File: config.mk
export PLATFORM = sky130hd
export DESIGN_NAME = qcs_clk_div_gen_flat
export DESIGN_NICKNAME = d
export VERILOG_FILES = /design/src/rtl/qcs_clk_div_gen_pkg.sv /design/src/rtl/qcs_clk_div_gen_if.sv /design/src/rtl/qcs_clk_div_ch.sv /design/src/rtl/qcs_clk_div_gen.sv /design/src/flat_wrapper.sv
export SDC_FILE = /design/constraint.sdc
export NUM_CORES = 1
export LEC_CHECK = 0
export CAP_MARGIN = 5
export CORE_MARGIN = 2
export CORE_UTILIZATION = 45
export DETAILED_ROUTE_END_ITERATION = 8
export GPL_TIMING_DRIVEN = 0
export PLACE_DENSITY = 0.72
export SLEW_MARGIN = 20
export SYNTH_ARGS = -nofsm -noshare
export SYNTH_HDL_FRONTEND = slang
export SYNTH_SLANG_ARGS = --single-unit
File: constraint.sdc
create_clock -name clk -period 10 [get_ports clk]
set_clock_uncertainty 0.15 [all_clocks]
set_input_delay 2 -clock clk [delete_from_list [all_inputs] [get_ports clk]]
set_output_delay 2 -clock clk [all_outputs]
set_load 0.03 [all_outputs]
File: src/rtl/qcs_clk_div_gen_pkg.sv
// Shared types and constants for the qcs_clk_div_gen multi-channel clock divider.
// Optional phase-realign feature: QCS_CLK_DIV_GEN_SYNC_EN.
package qcs_clk_div_gen_pkg;

  localparam int MAX_NUM_CH = 16;

  typedef enum logic {
    CH_OFF = 1'b0,
    CH_RUN = 1'b1
  } ch_state_e;

  // Channel-select width; a single channel still needs one select bit.
  function automatic int cfg_ch_w(input int n);
    return (n > 1) ? $clog2(n) : 1;
  endfunction

endpackage

File: src/rtl/qcs_clk_div_gen_if.sv
// Divide-ratio configuration handshake for qcs_clk_div_gen.
// Unaffected by QCS_CLK_DIV_GEN_SYNC_EN.
interface qcs_clk_div_gen_if
  import qcs_clk_div_gen_pkg::*;
#(
  parameter int NUM_CH = 4,
  parameter int DIV_W  = 8
);

  localparam int CH_W = cfg_ch_w(NUM_CH);

  logic            cfg_vld;
  logic [CH_W-1:0] cfg_ch;
  logic [DIV_W-1:0] cfg_div;
  logic            cfg_rdy;

  modport master (output cfg_vld, output cfg_ch, output cfg_div, input cfg_rdy);
  modport slave  (input cfg_vld, input cfg_ch, input cfg_div, output cfg_rdy);

endinterface

File: src/rtl/qcs_clk_div_ch.sv
// One divided-clock channel: OFF/RUN state, period counter, active and pending ratio.
// With QCS_CLK_DIV_GEN_SYNC_EN a sync input restarts a running period.
module qcs_clk_div_ch
  import qcs_clk_div_gen_pkg::*;
#(
  parameter int DIV_W = 8
)
(
  input  logic             clk,
  input  logic             rst,
  input  logic             en,
  input  logic             upd,
  input  logic [DIV_W-1:0] upd_div,
`ifdef QCS_CLK_DIV_GEN_SYNC_EN
  input  logic             sync,
`endif
  output logic             pend,
  output logic             clk_out,
  output logic             tick
);

  localparam int HW = DIV_W + 1;

  ch_state_e        state_r, state_nxt_s;
  logic [DIV_W-1:0] cnt_r, cnt_nxt_s;
  logic [DIV_W-1:0] div_r, div_nxt_s;
  logic [DIV_W-1:0] pdiv_r, pdiv_nxt_s;
  logic             pend_r, pend_nxt_s;
  logic             clk_out_r, clk_nxt_s;
  logic             tick_r, tick_nxt_s;
  logic             wrap_s, restart_s;
  logic [DIV_W-1:0] eff_div_s;
  logic [HW-1:0]    half_s;

  // Next-state, next-count, ratio bookkeeping and next registered outputs.
  always_comb begin
    state_nxt_s = state_r;
    cnt_nxt_s   = cnt_r;
    div_nxt_s   = div_r;
    pdiv_nxt_s  = pdiv_r;
    pend_nxt_s  = pend_r;
    wrap_s      = (cnt_r == (div_r - DIV_W'(1)));
`ifdef QCS_CLK_DIV_GEN_SYNC_EN
    restart_s   = wrap_s | sync;
`else
    restart_s   = wrap_s;
`endif
    eff_div_s   = pend_r ? pdiv_r : div_r;

    case (state_r)
      CH_OFF: begin
        cnt_nxt_s = '0;
        if (upd) begin
          div_nxt_s = upd_div;
        end else if (en && (div_r != '0)) begin
          state_nxt_s = CH_RUN;
        end else begin
          state_nxt_s = CH_OFF;
        end
      end
      CH_RUN: begin
        if (restart_s) begin
          cnt_nxt_s  = '0;
          div_nxt_s  = eff_div_s;
          pend_nxt_s = 1'b0;
          // Enable is only honoured at a natural wrap so no period is cut short.
          if ((eff_div_s == '0) || (wrap_s && !en)) begin
            state_nxt_s = CH_OFF;
          end else begin
            state_nxt_s = CH_RUN;
          end
        end else begin
          cnt_nxt_s = cnt_r + DIV_W'(1);
        end
        if (upd) begin
          if (state_nxt_s == CH_OFF) begin
            div_nxt_s = upd_div;
          end else begin
            pend_nxt_s = 1'b1;
            pdiv_nxt_s = upd_div;
          end
        end else begin
          pdiv_nxt_s = pdiv_r;
        end
      end
      default: begin
        state_nxt_s = CH_OFF;
        cnt_nxt_s   = '0;
      end
    endcase

    half_s     = ({1'b0, div_nxt_s} + HW'(1)) >> 1;
    clk_nxt_s  = (state_nxt_s == CH_RUN) && ({1'b0, cnt_nxt_s} < half_s);
    tick_nxt_s = (state_nxt_s == CH_RUN) && (cnt_nxt_s == '0);
  end

  // Channel state and registered outputs.
  always_ff @(posedge clk) begin
    if (rst) begin
      state_r   <= CH_OFF;
      cnt_r     <= '0;
      div_r     <= '0;
      pdiv_r    <= '0;
      pend_r    <= 1'b0;
      clk_out_r <= 1'b0;
      tick_r    <= 1'b0;
    end else begin
      state_r   <= state_nxt_s;
      cnt_r     <= cnt_nxt_s;
      div_r     <= div_nxt_s;
      pdiv_r    <= pdiv_nxt_s;
      pend_r    <= pend_nxt_s;
      clk_out_r <= clk_nxt_s;
      tick_r    <= tick_nxt_s;
    end
  end

  assign pend    = pend_r;
  assign clk_out = clk_out_r;
  assign tick    = tick_r;

endmodule

File: src/rtl/qcs_clk_div_gen.sv
// Multi-channel programmable clock divider: config decode, ready mux, channel array.
// Define QCS_CLK_DIV_GEN_SYNC_EN to add the sync_req phase-realign input.
module qcs_clk_div_gen
  import qcs_clk_div_gen_pkg::*;
#(
  parameter int NUM_CH = 4,
  parameter int DIV_W  = 8
)
(
  input  logic              clk,
  input  logic              rst,
  input  logic [NUM_CH-1:0] ch_en,
`ifdef QCS_CLK_DIV_GEN_SYNC_EN
  input  logic              sync_req,
`endif
  qcs_clk_div_gen_if.slave  cfg,
  output logic [NUM_CH-1:0] clk_out,
  output logic [NUM_CH-1:0] tick
);

  localparam int CH_W  = cfg_ch_w(NUM_CH);
  localparam int PAD_N = 2 ** CH_W;

  logic [NUM_CH-1:0] pend_s;
  logic [NUM_CH-1:0] upd_s;
  logic [PAD_N-1:0]  pend_pad_s;
  logic              cfg_rdy_s;
  logic              accept_s;

  // Unpopulated select codes read as never-pending, so they are accepted and dropped.
  always_comb begin
    pend_pad_s = PAD_N'(pend_s);
    cfg_rdy_s  = ~pend_pad_s[cfg.cfg_ch];
    accept_s   = cfg.cfg_vld & cfg_rdy_s;
  end

  assign cfg.cfg_rdy = cfg_rdy_s;

  for (genvar i = 0; i < NUM_CH; i++) begin : g_ch
    assign upd_s[i] = accept_s && (cfg.cfg_ch == CH_W'(i));

    qcs_clk_div_ch #(.DIV_W(DIV_W)) u_ch (
      .clk     (clk),
      .rst     (rst),
      .en      (ch_en[i]),
      .upd     (upd_s[i]),
      .upd_div (cfg.cfg_div),
`ifdef QCS_CLK_DIV_GEN_SYNC_EN
      .sync    (sync_req),
`endif
      .pend    (pend_s[i]),
      .clk_out (clk_out[i]),
      .tick    (tick[i])
    );
  end

endmodule
File: src/flat_wrapper.sv
// flat-port wrapper written by rule: the top's interface ports become plain ports
module qcs_clk_div_gen_flat import qcs_clk_div_gen_pkg::*;
#(
  parameter int NUM_CH = 4,
  parameter int DIV_W  = 8
)
  (clk, rst, ch_en, clk_out, tick, cfg_cfg_vld, cfg_cfg_ch, cfg_cfg_div, cfg_cfg_rdy);
  qcs_clk_div_gen_if #(.NUM_CH(NUM_CH), .DIV_W(DIV_W)) cfg_i ();
  input  logic clk;
  input  logic rst;
  input  logic [NUM_CH-1:0] ch_en;
  output logic [NUM_CH-1:0] clk_out;
  output logic [NUM_CH-1:0] tick;
  input wire logic [$bits(cfg_i.cfg_vld)-1:0] cfg_cfg_vld;
  input wire logic [$bits(cfg_i.cfg_ch)-1:0] cfg_cfg_ch;
  input wire logic [$bits(cfg_i.cfg_div)-1:0] cfg_cfg_div;
  output wire logic [$bits(cfg_i.cfg_rdy)-1:0] cfg_cfg_rdy;
  assign cfg_i.cfg_vld = cfg_cfg_vld;
  assign cfg_i.cfg_ch = cfg_cfg_ch;
  assign cfg_i.cfg_div = cfg_cfg_div;
  assign cfg_cfg_rdy = cfg_i.cfg_rdy;
  qcs_clk_div_gen #(.NUM_CH(NUM_CH), .DIV_W(DIV_W)) u_core (.clk(clk), .rst(rst), .ch_en(ch_en), .cfg(cfg_i), .clk_out(clk_out), .tick(tick));
endmodule
-- Yosys cells after proc, flatten, opt, wreduce, memory -nomap -nowiden
Index checks and enable logic that the tools add are counted.
- register bits after elaboration: 112
- logic and storage cells: 173
- $add $sub $neg: 12
- order comparisons: 5
- equal/unequal tests: 7
- multiplexer cells: 70
- bitwise operators: 6
- reductions and logical operators: 45
- operators by type and width (cell ; number):
    two-way mux 8 bit ; 24
    one-hot mux 8 bit (2 select lines) ; 8
    zero test 8 bit ; 8
    adder 8 x 1 -> 9 bit, second input constant ; 4
    two-way mux 1 bit ; 33
    adder 8 x 1 -> 8 bit, second input constant ; 4
    equality test 8 bit ; 4
    < comparator 8 bit ; 4
    nonzero test 8 bit ; 4
    subtractor 8 x 1 -> 8 bit, second input constant ; 4
    logical AND 1 bit ; 20
    AND reduction 3 bit ; 4
    one-hot mux 1 bit (2 select lines) ; 4
    NOT 1 bit ; 5
    equality test 2 bit, second input constant ; 2
    zero test 1 bit ; 4
    logical OR 1 bit ; 4
    < comparator 2 x 3 -> 1 bit, second input constant ; 1
    binary-select mux 1 bit (select 2 bit) ; 1
    equality test 2 x 1 -> 1 bit, second input constant ; 1
    zero test 2 bit ; 1
    AND 1 bit ; 1

-- Longest topological paths before layout
- word-level depth: 13
- mapped depth: 20
- depth with buffers taken out: 18

-- Hierarchy
From an unflattened synthesis, not the netlist that was laid out.
- cells, all modules: 999
- area total of the unflattened synthesis: 8196.6 um^2
- by module, submodules not included (module ; instances ; cells each ; area each (um^2) ; seq. area each (um^2)):
    qcs_clk_div_ch ; 4 ; 248 ; 2033.2 ; 560.5
    qcs_clk_div_gen ; 1 ; 7 ; 63.8 ; 0.0

-- Worst setup path after synthesis
No wires, ideal clock.
- path kind: input-to-reg
- start: in cfg_cfg_ch[0]
- end: reg u_core.g_ch[0].u_ch.clk_out_r
- library setup time: 0.115 ns
- arrival: 5.296 ns
- data required time: 9.735 ns
- setup slack: 4.439 ns
- cell stages on the path: 15
- buffers on the path: 3
- cells stage by stage: clkbuf_1 > or3_1 > clkbuf_1 > nor3b_1 > and4_1 > buf_2 > nor2_1 > a221o_1 > or2_1 > or4_1 > xnor2_1 > ha_1 > a21o_1 > a21o_1 > a2111oi_0
- cells in the longest elaborated chain, start to end: 10
- RTL lines (what ; line ; RTL):
    from (decl) ; flat_wrapper.sv:15 ; input wire logic [$bits(cfg_i.cfg_ch)-1:0] cfg_cfg_ch;
    binary-select mux 1 bit (select 2 bit) ; qcs_clk_div_gen.sv:33 ; cfg_rdy_s = ~pend_pad_s[cfg.cfg_ch];
    two-way mux 1 bit (implied by the code) ; qcs_clk_div_gen.sv:33 ;
    NOT 1 bit ; qcs_clk_div_gen.sv:33 ;
    AND 1 bit ; qcs_clk_div_gen.sv:34 ; accept_s = cfg.cfg_vld & cfg_rdy_s;
    logical AND 1 bit (*) ; qcs_clk_div_gen.sv:40 ; assign upd_s[i] = accept_s && (cfg.cfg_ch == CH_W'(i));
    two-way mux 8 bit, on equally long branches ; qcs_clk_div_ch.sv:75, qcs_clk_div_ch.sv:53 ;
    one-hot mux 8 bit (2 select lines) ; qcs_clk_div_ch.sv:50 ; case (state_r)
    adder 8 x 1 -> 9 bit ; qcs_clk_div_ch.sv:92 ; half_s = ({1'b0, div_nxt_s} + HW'(1)) >> 1;
    < comparator 8 bit ; qcs_clk_div_ch.sv:93 ; clk_nxt_s = (state_nxt_s == CH_RUN) && ({1'b0, cnt_nxt_s} < half_s);
    logical AND 1 bit (*) ; qcs_clk_div_ch.sv:93 ;
    to (signal assigned) ; qcs_clk_div_ch.sv:113 ; clk_out_r <= clk_nxt_s;
    to (decl) ; qcs_clk_div_ch.sv:29 ; logic clk_out_r, clk_nxt_s;
Mark *: on every way between the ends. The rest lies on a longest branch, timed or not. The select of a mux whose other input is x is not followed.
A chain may end at the register's enable or synchronous reset.

-- Final worst setup path
- start: in cfg_cfg_ch[1]
- end: out cfg_cfg_rdy
- cells in the longest elaborated chain, start to end: 3
- RTL lines (what ; line ; RTL):
    binary-select mux 1 bit (select 2 bit) ; qcs_clk_div_gen.sv:33 ;
    two-way mux 1 bit (implied by the code) ; qcs_clk_div_gen.sv:33 ;
    NOT 1 bit ; qcs_clk_div_gen.sv:33 ;
    to (decl) ; flat_wrapper.sv:17 ; output wire logic [$bits(cfg_i.cfg_rdy)-1:0] cfg_cfg_rdy;
No other way between the ends. The select of a mux whose other input is x is not followed.

==> results_dict.tcl <==
set metrics [dict create \
    synthCells 973 \
    final_antenna_net_count 0 \
    wl_met1_um 9530 \
    yosys.area.top_type "dfxtp_1" \
    r2r_start "u_core.g_ch[2].u_ch.div_r[0]" \
    cts_tree "done" \
    die_x_um 135.6 \
    postCtsSetupBuffers 0 \
    wl_met2_um 9503 \
    avgRoutedWirePerCell_um 16.68 \
    finalHoldViolations 0 \
    power_uw 1382 \
    ir_worst_vdd_uv 92.38 \
    netlist_area_um2 7792 \
    clock_latency_ns 0.36 \
    first_pass_iters 6 \
    rows 48 \
    grt_pass1_wl_um 32860 \
    pin_count 26 \
    cts.sink_count 112 \
    grt_pass1_vias 6401 \
    clk_pin_slew_ns 0.08 \
    synth_area_leaders "dfxtp_1, ha_1, mux2i_1, nor2_1, xnor2_1" \
    antenna_cells 0 \
    rsz0062_at_grt "no" \
    syn2layout_area_growth_pct 9.248 \
    slew-limit-headroom_pct 30.94 \
    tns_ns 0 \
    ys.flop_type "dfxtp_1" \
    initial_core_util_pct 45.53 \
    synthDistinctLibCells 76 \
    hold_start "u_core.g_ch[0].u_ch.pdiv_r[4]" \
    finish.utilization_pct 49.74 \
    cp-start-kind "input port" \
    dieArea_um2 18380 \
    cap_viol_max_count 0 \
    holdWs_ns 0.3336 \
    cts_resized 0 \
    gr-total-overflow 0 \
    p_leak_uw 0.003342 \
    io_buffers 16 \
    fillers 1641 \
    critPathKind "input port to primary output" \
    grt_max_degree 20 \
    core_um2 17120 \
    critPathRequiredTime_ns 7.85 \
    ys_ff_latch 112 \
    power_density_nw_per_um2 162.3 \
    cts_buffers 9 \
    hp-class "flip-flop to flip-flop" \
    tightest_slew_ns 1.028 \
    cp.arrival_ns 4.11 \
    gp_congestion 0.9432 \
    grt_usage_pct 22.36 \
    finalMaxSlewViolations 0 \
    drc 0 \
    viasPerCell 5.845 \
    postSynthNetCount 1034 \
    period_share_pct 62.59 \
    layout-drive-gt1-share_pct 4.776 \
    fin_nets 1061 \
    regArea_um2 2242 \
    cts-root-buf "clkbuf_16" \
    wl_met3_um 1195 \
    setup-violations-final 0 \
    vias 7189 \
    yosysWarnings 0 \
    fin_crit_ns 6.259 \
    avgSynthCellArea_um2 8.009 \
    fmax_mhz 159.8 \
    outcome "finished clean" \
    cts_buffer_depth 2 \
    crit_start "cfg_cfg_ch[1]" \
    multi_input_area_um2 5144 \
    endpoint_kind "primary output" \
    postCtsHoldBufs 0 \
    ys_seq_area_share_pct 28.77 \
    routed.top_layer "met4" \
    dieHeight_um 135.6 \
    h-tree-depth 3 \
    synth-edff-count 0 \
    first_iter_violations 630 \
    drt_wl_total_um 20510 \
    crit_fanout 5 \
    hpwl_um 15170 \
    yosys.area.top_type_share_pct 28.77 \
    antenna_found_initial 0 \
    async_flop_share_pct 0 \
]
[registers in the layout (all words and copies together) (netlist names)]
| register | count |
|---|---|
| u_core.g_ch.u_ch.clk_out | 4 |
| u_core.g_ch.u_ch.cnt_r | 32 |
| u_core.g_ch.u_ch.div_r | 32 |
| u_core.g_ch.u_ch.pdiv_r | 32 |
| u_core.g_ch.u_ch.pend | 4 |
| u_core.g_ch.u_ch.state_r | 4 |
| u_core.g_ch.u_ch.tick | 4 |
[final timing paths]
kind	cells past startpoint	end	slack, ns
hold reg to reg	2	u_core.g_ch[0].u_ch.pdiv_r[4]	0.33
hold / removal	2	u_core.g_ch[0].u_ch.pdiv_r[4]	0.33
setup reg to reg	16	u_core.g_ch[2].u_ch.clk_out	4.95
setup / recovery	4	cfg_cfg_rdy	3.74
[metal layers]
metal / vias to the layer above / GRT usage, %
li1: 3522 / -
met1: 3405 / 31.01
met2: 241 / 36.45
met3: 21 / 3.404
met4: 0 / 5.498
met5: - / 0
[through the flow]
step	instances	cell area (µm²)	worst slack, ns
after CTS	1230	8513	3.792
after global placement	1214	8234	3.391
after detailed placement	1214	8234	3.445
after floorplan	973	7792	4.439
final	1230	8513	3.741
after global routing	1230	8513	3.417
[critical path, stage by stage]
cell and delay [ns]:
clkdlybuf4s50_1 0.64, mux2_2 0.37, o21ai_0 0.34, clkdlybuf4s50_1 0.75
[final cells by class]
type	instances	area share, %
well taps	225	3.307
plain buffers	61	3.233
flip-flops and latches	112	26.34
clock inverters	7	0.6320
clock buffers	9	2.646
inverters	35	1.543
multi-input cells	765	60.42
repair buffers	16	1.881
[cell families (layout without fill, tap and decap cells)]
| family | Yosys count | after routing | share of synthesized area [%] |
|---|---|---|---|
| compound gates | 149 | 149 | 13.74 |
| mux | 56 | 56 | 7.354 |
| flops | 112 | 112 | 28.77 |
| xor+xnor | 87 | 87 | 9.971 |
| simple gates | 429 | 429 | 27.87 |
| fa+ha+maj | 44 | 44 | 7.065 |
| buf+inv | 96 | 128 | 5.218 |
[cells in the final DEF (no fill, tap or decap), drive strengths merged, types with 5 or more instances in the layout]
cell type        n
a2111oi          6
a21o            11
a21oi           39
a221oi           7
a31oi            8
and2             8
and3            16
and4             5
buf             16
clkbuf          54
clkdlybuf4s50   16
dfxtp          112
ha              44
inv             38
mux2             7
mux2i           49
nand2           59
nand2b          12
nand3           52
nand4           15
nor2           128
nor2b           20
nor3            61
nor4            19
o211a            6
o21ai           29
o22ai            7
or3             10
or4              8
xnor2           51
xor2            35
[cells in the mapped netlist, drive strengths merged (3+ instances only)]
library cell and count:
a221o 4, nand3 52, nand2b 12, nand4 15, nor2 128, and2 8
mux2 7, nor2b 20, nand3b 3, o21bai 3, dfxtp 112, mux2i 49
clkbuf 45, xnor2 51, or4 8, o21ai 29, a221oi 7, nor4b 3
buf 16, nand2 59, a41oi 3, nor3 61, and4 5, nor3b 4
a2111oi 6, and3 16, o22ai 7, a21oi 39, a211oi 4, o211a 6
ha 44, or3 10, a31oi 8, nor4 19, xor2 35, o22a 4
inv 35, a21o 11
[report_power, final]
part | leakage [µW] | internal (µW) | total (µW) | switching (µW)
Combinational | 0.00229 | 212 | 513 | 301
Sequential | 0.000911 | 479 | 516 | 36.8
Clock | 0.000141 | 172 | 353 | 181
Note: power is estimated with default switching activity, not from simulation.
